## src/rtl/phase_timer_pkg.sv

```systemverilog
// Shared types and elaboration helpers for the phase timer and its tick prescaler.
package phase_timer_pkg;

    typedef enum logic [1:0] {
        ST_IDLE  = 2'd0,
        ST_RUN   = 2'd1,
        ST_PAUSE = 2'd2,
        ST_DONE  = 2'd3
    } state_e;

    function automatic int calc_div(input int clk_freq, input int tick_hz);
        return clk_freq / tick_hz;
    endfunction

    function automatic int presc_width(input int div);
        return (div < 2) ? 1 : $clog2(div);
    endfunction

endpackage

```

## src/rtl/tick_prescaler.sv

```systemverilog
// Free-running 0..DIV-1 divider; tick flags the cycle in which the count wraps,
// so the owner can register its update on that same edge.
module tick_prescaler
    import phase_timer_pkg::*;
#(
    parameter int DIV = 10
) (
    input  logic clk,
    input  logic reset_n,
    input  logic clr,
    input  logic en,
    output logic tick
);

    localparam int PW = presc_width(DIV);
    localparam logic [PW-1:0] LAST = PW'(DIV - 1);

    logic [PW-1:0] cnt_q;

    assign tick = en && (cnt_q == LAST);

    always_ff @(posedge clk or negedge reset_n) begin
        if (!reset_n) begin
            cnt_q <= '0;
        end else if (clr) begin
            cnt_q <= '0;
        end else if (en) begin
            cnt_q <= tick ? '0 : cnt_q + PW'(1);
        end
    end

endmodule

```

## src/rtl/phase_timer.sv

```systemverilog
// Game-phase timer: prescaled phase counter with start/pause/clear, saturate or wrap.
// Optional down-counting (count_down input) is enabled by defining PHASE_TIMER_DOWN_EN.
module phase_timer
    import phase_timer_pkg::*;
#(
    parameter int CLK_FREQ = 26_000_000,
    parameter int TICK_HZ  = 1,
    parameter int WIDTH    = 2
) (
    input  logic             clk,
    input  logic             reset_n,
    input  logic             clear,
    input  logic             start,
    input  logic             pause,
    input  logic             wrap_mode,
    input  logic [WIDTH-1:0] limit,
`ifdef PHASE_TIMER_DOWN_EN
    input  logic             count_down,
`endif
    output logic [WIDTH-1:0] count,
    output logic             tick,
    output logic             done,
    output logic             wrap,
    output logic             busy
);

    localparam int DIV = calc_div(CLK_FREQ, TICK_HZ);

    generate
        if (DIV < 2) begin : g_bad_div
            $error("phase_timer: CLK_FREQ/TICK_HZ must be at least 2");
        end
    endgenerate

    state_e           state_q;
    logic [WIDTH-1:0] count_q;
    logic [WIDTH-1:0] limit_q;
    logic             mode_q;
    logic             tick_q;
    logic             done_q;
    logic             wrap_q;
    logic             busy_q;
    logic             down_q;
    logic             start_down;

`ifdef PHASE_TIMER_DOWN_EN
    assign start_down = count_down;
`else
    assign start_down = 1'b0;
    assign down_q     = 1'b0;
`endif

    logic             is_busy;
    logic             can_start;
    logic             presc_clr;
    logic             presc_en;
    logic             presc_term;
    logic [WIDTH-1:0] target;
    logic [WIDTH-1:0] reload;
    logic [WIDTH-1:0] stepped;
    logic             at_target;

    assign is_busy   = (state_q == ST_RUN) || (state_q == ST_PAUSE);
    assign can_start = (state_q == ST_IDLE) || (state_q == ST_DONE);
    assign presc_clr = clear || (start && can_start);
    // Leaving PAUSE advances the prescaler on that same edge, so the pause costs exactly its length.
    assign presc_en  = is_busy && !pause && !clear;

    assign target    = down_q ? '0 : limit_q;
    assign reload    = down_q ? limit_q : '0;
    assign stepped   = down_q ? count_q - WIDTH'(1) : count_q + WIDTH'(1);
    assign at_target = (count_q == target);

    tick_prescaler #(
        .DIV (DIV)
    ) u_prescaler (
        .clk     (clk),
        .reset_n (reset_n),
        .clr     (presc_clr),
        .en      (presc_en),
        .tick    (presc_term)
    );

    always_ff @(posedge clk or negedge reset_n) begin
        if (!reset_n) begin
            state_q <= ST_IDLE;
            count_q <= '0;
            limit_q <= '0;
            mode_q  <= 1'b0;
            tick_q  <= 1'b0;
            done_q  <= 1'b0;
            wrap_q  <= 1'b0;
            busy_q  <= 1'b0;
`ifdef PHASE_TIMER_DOWN_EN
            down_q  <= 1'b0;
`endif
        end else begin
            tick_q <= 1'b0;
            done_q <= 1'b0;
            wrap_q <= 1'b0;
            if (clear) begin
                state_q <= ST_IDLE;
                count_q <= '0;
                busy_q  <= 1'b0;
            end else if (start && can_start) begin
                limit_q <= limit;
                mode_q  <= wrap_mode;
`ifdef PHASE_TIMER_DOWN_EN
                down_q  <= count_down;
`endif
                count_q <= start_down ? limit : '0;
                state_q <= ST_RUN;
                busy_q  <= 1'b1;
            end else if (is_busy) begin
                if (pause) begin
                    state_q <= ST_PAUSE;
                end else if (!mode_q && at_target) begin
                    // Only reachable with a zero-length phase: finish without ever ticking.
                    state_q <= ST_DONE;
                    done_q  <= 1'b1;
                    busy_q  <= 1'b0;
                end else begin
                    state_q <= ST_RUN;
                    if (presc_term) begin
                        tick_q <= 1'b1;
                        if (mode_q) begin
                            if (at_target) begin
                                count_q <= reload;
                                wrap_q  <= 1'b1;
                            end else begin
                                count_q <= stepped;
                            end
                        end else begin
                            count_q <= stepped;
                            if (stepped == target) begin
                                state_q <= ST_DONE;
                                done_q  <= 1'b1;
                                busy_q  <= 1'b0;
                            end
                        end
                    end
                end
            end
        end
    end

    assign count = count_q;
    assign tick  = tick_q;
    assign done  = done_q;
    assign wrap  = wrap_q;
    assign busy  = busy_q;

endmodule

```

## config.mk

```make
export PLATFORM = sky130hd
export DESIGN_NAME = phase_timer
export DESIGN_NICKNAME = d
export VERILOG_FILES = /design/src/rtl/phase_timer_pkg.sv /design/src/rtl/tick_prescaler.sv /design/src/rtl/phase_timer.sv
export SDC_FILE = /design/constraint.sdc
export NUM_CORES = 1
export LEC_CHECK = 0
export ABC_AREA = 1
export BUFFER_PORTS_ARGS = -buffer_cell sky130_fd_sc_hd__buf_2
export CAP_MARGIN = 10
export CORE_MARGIN = 8
export CORE_UTILIZATION = 65
export CTS_CLUSTER_SIZE = 30
export DETAILED_ROUTE_END_ITERATION = 7
export HOLD_SLACK_MARGIN = 0.08
export PLACE_DENSITY_LB_ADDON = 0.1
export SYNTH_ARGS = -nofsm -noshare
export SYNTH_HDL_FRONTEND = slang
export SYNTH_HIERARCHICAL = 1
export SYNTH_SLANG_ARGS = --single-unit
```

## constraint.sdc

```tcl
create_clock -name clk -period 4.6 [get_ports clk]
set_clock_uncertainty 0.2 [all_clocks]
set_input_delay 0.69 -clock clk [delete_from_list [all_inputs] [get_ports clk]]
set_output_delay 0.69 -clock clk [all_outputs]
set_load 0.02 [all_outputs]
```

==> run metrics <==
Pleak=1.19 nW; Syn Nets=about 380; Mapped Avg Cell Area=6.52 sq um; endpoints failing hold=0; area grow syn2layout=8.23%; WS Path Type=in -> reg; Crit path largest cell delay=0.39 ns; Gate power share=a little over an eighth; DR WL/cell=13.3 um; Nets=between 300 and 400; outcome=complete, no violations; DR vias/cell=about 5.3; sequential power share=between 50% and 60%; clk_lat worst skew=0.29 ns; # IOs=14; Routed WL=5.76 mm; synthesized cell area=0.00239 sq mm; Synth warnings=6; Sink Count=36; DRT Pass-1 Iters=4; post-CTS sizing=0; RSZ-0062 raised after global routing=no; Antenna Nets Post-Route=0; diodes inserted=0; Critical Path RT=4.58 ns; CP Max Fanout=7; post-CTS setup buffer count=0; grt ovf=0; fraction of power spent switching nets=28.3%; initial antenna violation count=0; detailed-route via count=2311; area of the die=0.00587 sq mm; most used cell, CP=nand2_1; Core Region=0.00361 sq mm; Layout Cells excl Fill=433; DRC=0; Period Utilization, post-route=52.4%; CP cell instances=buf_2, clkinv_1, nand3_2, nor2_1, nand2_1, nor2_1, nand3_1, nor2_1, nand2_1, nor2_2, nand3_1, nand2_1, nand2_1, nand2_1, nand2_1; Rows=22; number of global-route vias before repair=approximately 2200; Initial Util=approximately two thirds; clock transition at the registers of the reported paths=0.07 ns; Worst Setup Start Kind=primary input; clk root buf=clkbuf_8; DP HPWL=4.31 mm; fin area=roughly 0.0026 sq mm; Layout fillers=322; Worst-Margin Slew=slightly above 0.8 ns; Internal Power=about 0.48 mW; max-cap check violation count=0; DP Worst Slack=1.92 ns; slack of the critical path=2.19 ns; share of cells above drive strength 1=11.4%; Arrival @ worst endpoint=between 2 and 2.5 ns; number of synthesized register bits=36; Distinct cells, synth=27; gp weighted congestion=~0.92; PD cells=257 mW/mm^2; setup TNS=0 ns; endpoint class of the critical path=flip-flop; P_sw=0.188 mW; Syn Inst Count=366; placed cell count=425; CP max stage cell=nor2_1; area of placed instances=0.00249 sq mm; IO buf count=13; clock power share=a little over a third; register area share after synthesis=a little under two fifths; total CTS buffers=5; global-route wire length before repair=between 9 and 10 mm; Hold Crit Class=in -> async; Rel. slew slack=45.9%; largest net degree at the start of global routing=37; Slew Limit Fails=0; CTS max path bufs=2; Setup Viol. Count Final=0; Buf/Inv on CP=2; Die Wd=76.6 um; Fmax=just over 400 MHz; Global Route Usage Sum=20.1%; H-tree depth=2; CTS tree=built; cell family with the largest share of critical-path delay=simple AND/OR/NAND/NOR gates; Final Critical Period=2.41 ns; DIE HEIGHT=76.6 um; hold buffers post-CTS=0; 1st-iter DRT viols=216; VDD IR-drop max=209 uV
worst register-to-register path, cell delays in order (launching register included):
cell     delay, ns
dfrtp_1       0.40
nand2_1       0.12
nand3_2       0.13
nor2_1        0.39
nand2_1       0.11
nor2_1        0.15
nand3_1       0.09
nor2_1        0.20
nand2_1       0.09
nor2_2        0.10
nand3_1       0.08
nand2_1       0.07
nand2_1       0.06
nand2_1       0.06
nand2_1       0.04
layer usage:
metal	track usage (%)	part of all wire, %	up-vias
met4	9.23	2.8	0
met1	22.9	43	1055
met3	3.66	4.5	17
li1	-	-	1169
met5	0	0	-
met2	35.5	50	70
worst paths after layout:
| kind | end | cells past startpoint | slack [ns] | start |
|---|---|---|---|---|
| setup / recovery | busy$_DFFE_PN0P_ | 15 | 2.19 | pause |
| hold / removal | mode_q$_DFFE_PN0P_ | 1 | 0.28 | reset_n |
| setup reg to reg | busy$_DFFE_PN0P_ | 14 | 2.21 | state_q[1]$_DFFE_PN0P_ |
| hold reg to reg | u_prescaler/cnt_q[1]$_DFFE_PN0P_ | 2 | 0.33 | u_prescaler/cnt_q[1]$_DFFE_PN0P_ |
| max in group asynchronous | u_prescaler/cnt_q[17]$_DFFE_PN0P_ | 1 | 3.40 | reset_n |
| min in group clk | u_prescaler/cnt_q[1]$_DFFE_PN0P_ | 2 | 0.33 | u_prescaler/cnt_q[1]$_DFFE_PN0P_ |
cells in the final DEF (no fill, tap or decap):
master / netlist / final
dfrtp_1: 36 / 36
nor3_2: 1 / 1
nand3_2: 3 / 3
nand2_4: 1 / 1
inv_2: 2 / 2
nand2_2: 8 / 8
inv_1: 50 / 50
o21ai_0: 5 / 5
buf_2: 0 / 13
xnor2_2: 1 / 1
clkbuf_8: 0 / 6
nor2_4: 2 / 2
nand3b_1: 1 / 1
nor2_2: 6 / 6
nand3_1: 26 / 26
o21bai_1: 1 / 1
mux2_4: 1 / 1
xor2_1: 3 / 3
nand4_1: 12 / 12
nand2_1: 111 / 111
clkinv_1: 1 / 1
nor3_1: 5 / 5
ha_1: 1 / 1
xnor2_1: 3 / 3
a22oi_1: 1 / 1
a21oi_1: 4 / 4
clkbuf_1: 0 / 2
nor2_1: 79 / 79
metrics by stage:
stage / total power [mW] / util, % / hold WS, ns
finish: 0.664 / 71.7 / 0.283
global route: 0.687 / 71.7 / 0.349
CTS: 0.667 / 71.7 / 0.299
detailed placement: 0.432 / 69.2 / 0.319
global placement: 0.429 / 69.2 / 0.304
floorplan: 0.404 / - / 0.194
cell usage after synthesis:
master      n  share of area, %
buf_6       1              0.47
nand2_2     8               2.1
inv_2       2              0.31
o21bai_1    1              0.31
nor3_2      1              0.42
clkinv_1    1              0.16
nor2_2      6               1.6
nor2_1     79                12
a22oi_1     1              0.31
mux2_4      1              0.63
nor3_1      5               1.0
a21oi_1     4              0.84
dfrtp_1    36                38
nor2_4      2              0.94
o21ai_0     5               1.0
buf_4       1              0.31
nand3_1    26               5.5
xor2_1      3               1.1
xnor2_2     1              0.68
ha_1        1              0.52
nand3b_1    1              0.31
nand2_4     1              0.47
nand2_1   111                17
inv_1      50               7.9
nand3_2     3               1.3
nand4_1    12               3.1
xnor2_1     3               1.1
registers in the layout, summed over array words and instances (netlist names):
name,count
limit_q,2
u_prescaler/cnt_q,25
mode_q,1
count,2
state_q,2
done,1
tick,1
wrap,1
busy,1
kinds of logic (layout without fill, tap and decap cells):
| logic type | Yosys count | in the layout | share of synthesized area (%) |
|---|---|---|---|
| adder cells (fa/ha/maj) | 1 | 1 | 0.524 |
| multiplexers | 1 | 1 | 0.629 |
| AO/OA/AOI/OAI | 11 | 11 | 2.52 |
| XOR/XNOR | 7 | 7 | 2.88 |
| buffers and inverters | 55 | 74 | 9.12 |
| flip-flops | 36 | 36 | 37.7 |
| AND/OR/NAND/NOR | 255 | 255 | 46.6 |
power groups by stage:
stage          Clock, mW  Sequential, mW  Combinational [mW]
5_1_grt            0.251           0.338              0.0993
4_1_cts            0.241           0.336              0.0902
3_5_place_dp           0           0.342              0.0898
6_report           0.238           0.336              0.0898
2_1_floorplan          0           0.342              0.0626
3_3_place_gp           0           0.342              0.0877
cell type report:
cell class / count / area [sq um] / area share, %
Clock buffer: 8 / 90.1 / 3.49
Inverter: 53 / 199 / 7.70
Multi-Input combinational cell: 275 / 1270 / 49.1
Sequential cell: 36 / 901 / 34.9
Tap cell: 48 / 60.1 / 2.32
Timing Repair Buffer: 13 / 65.1 / 2.52
Power figures use the tool's default switching activity.
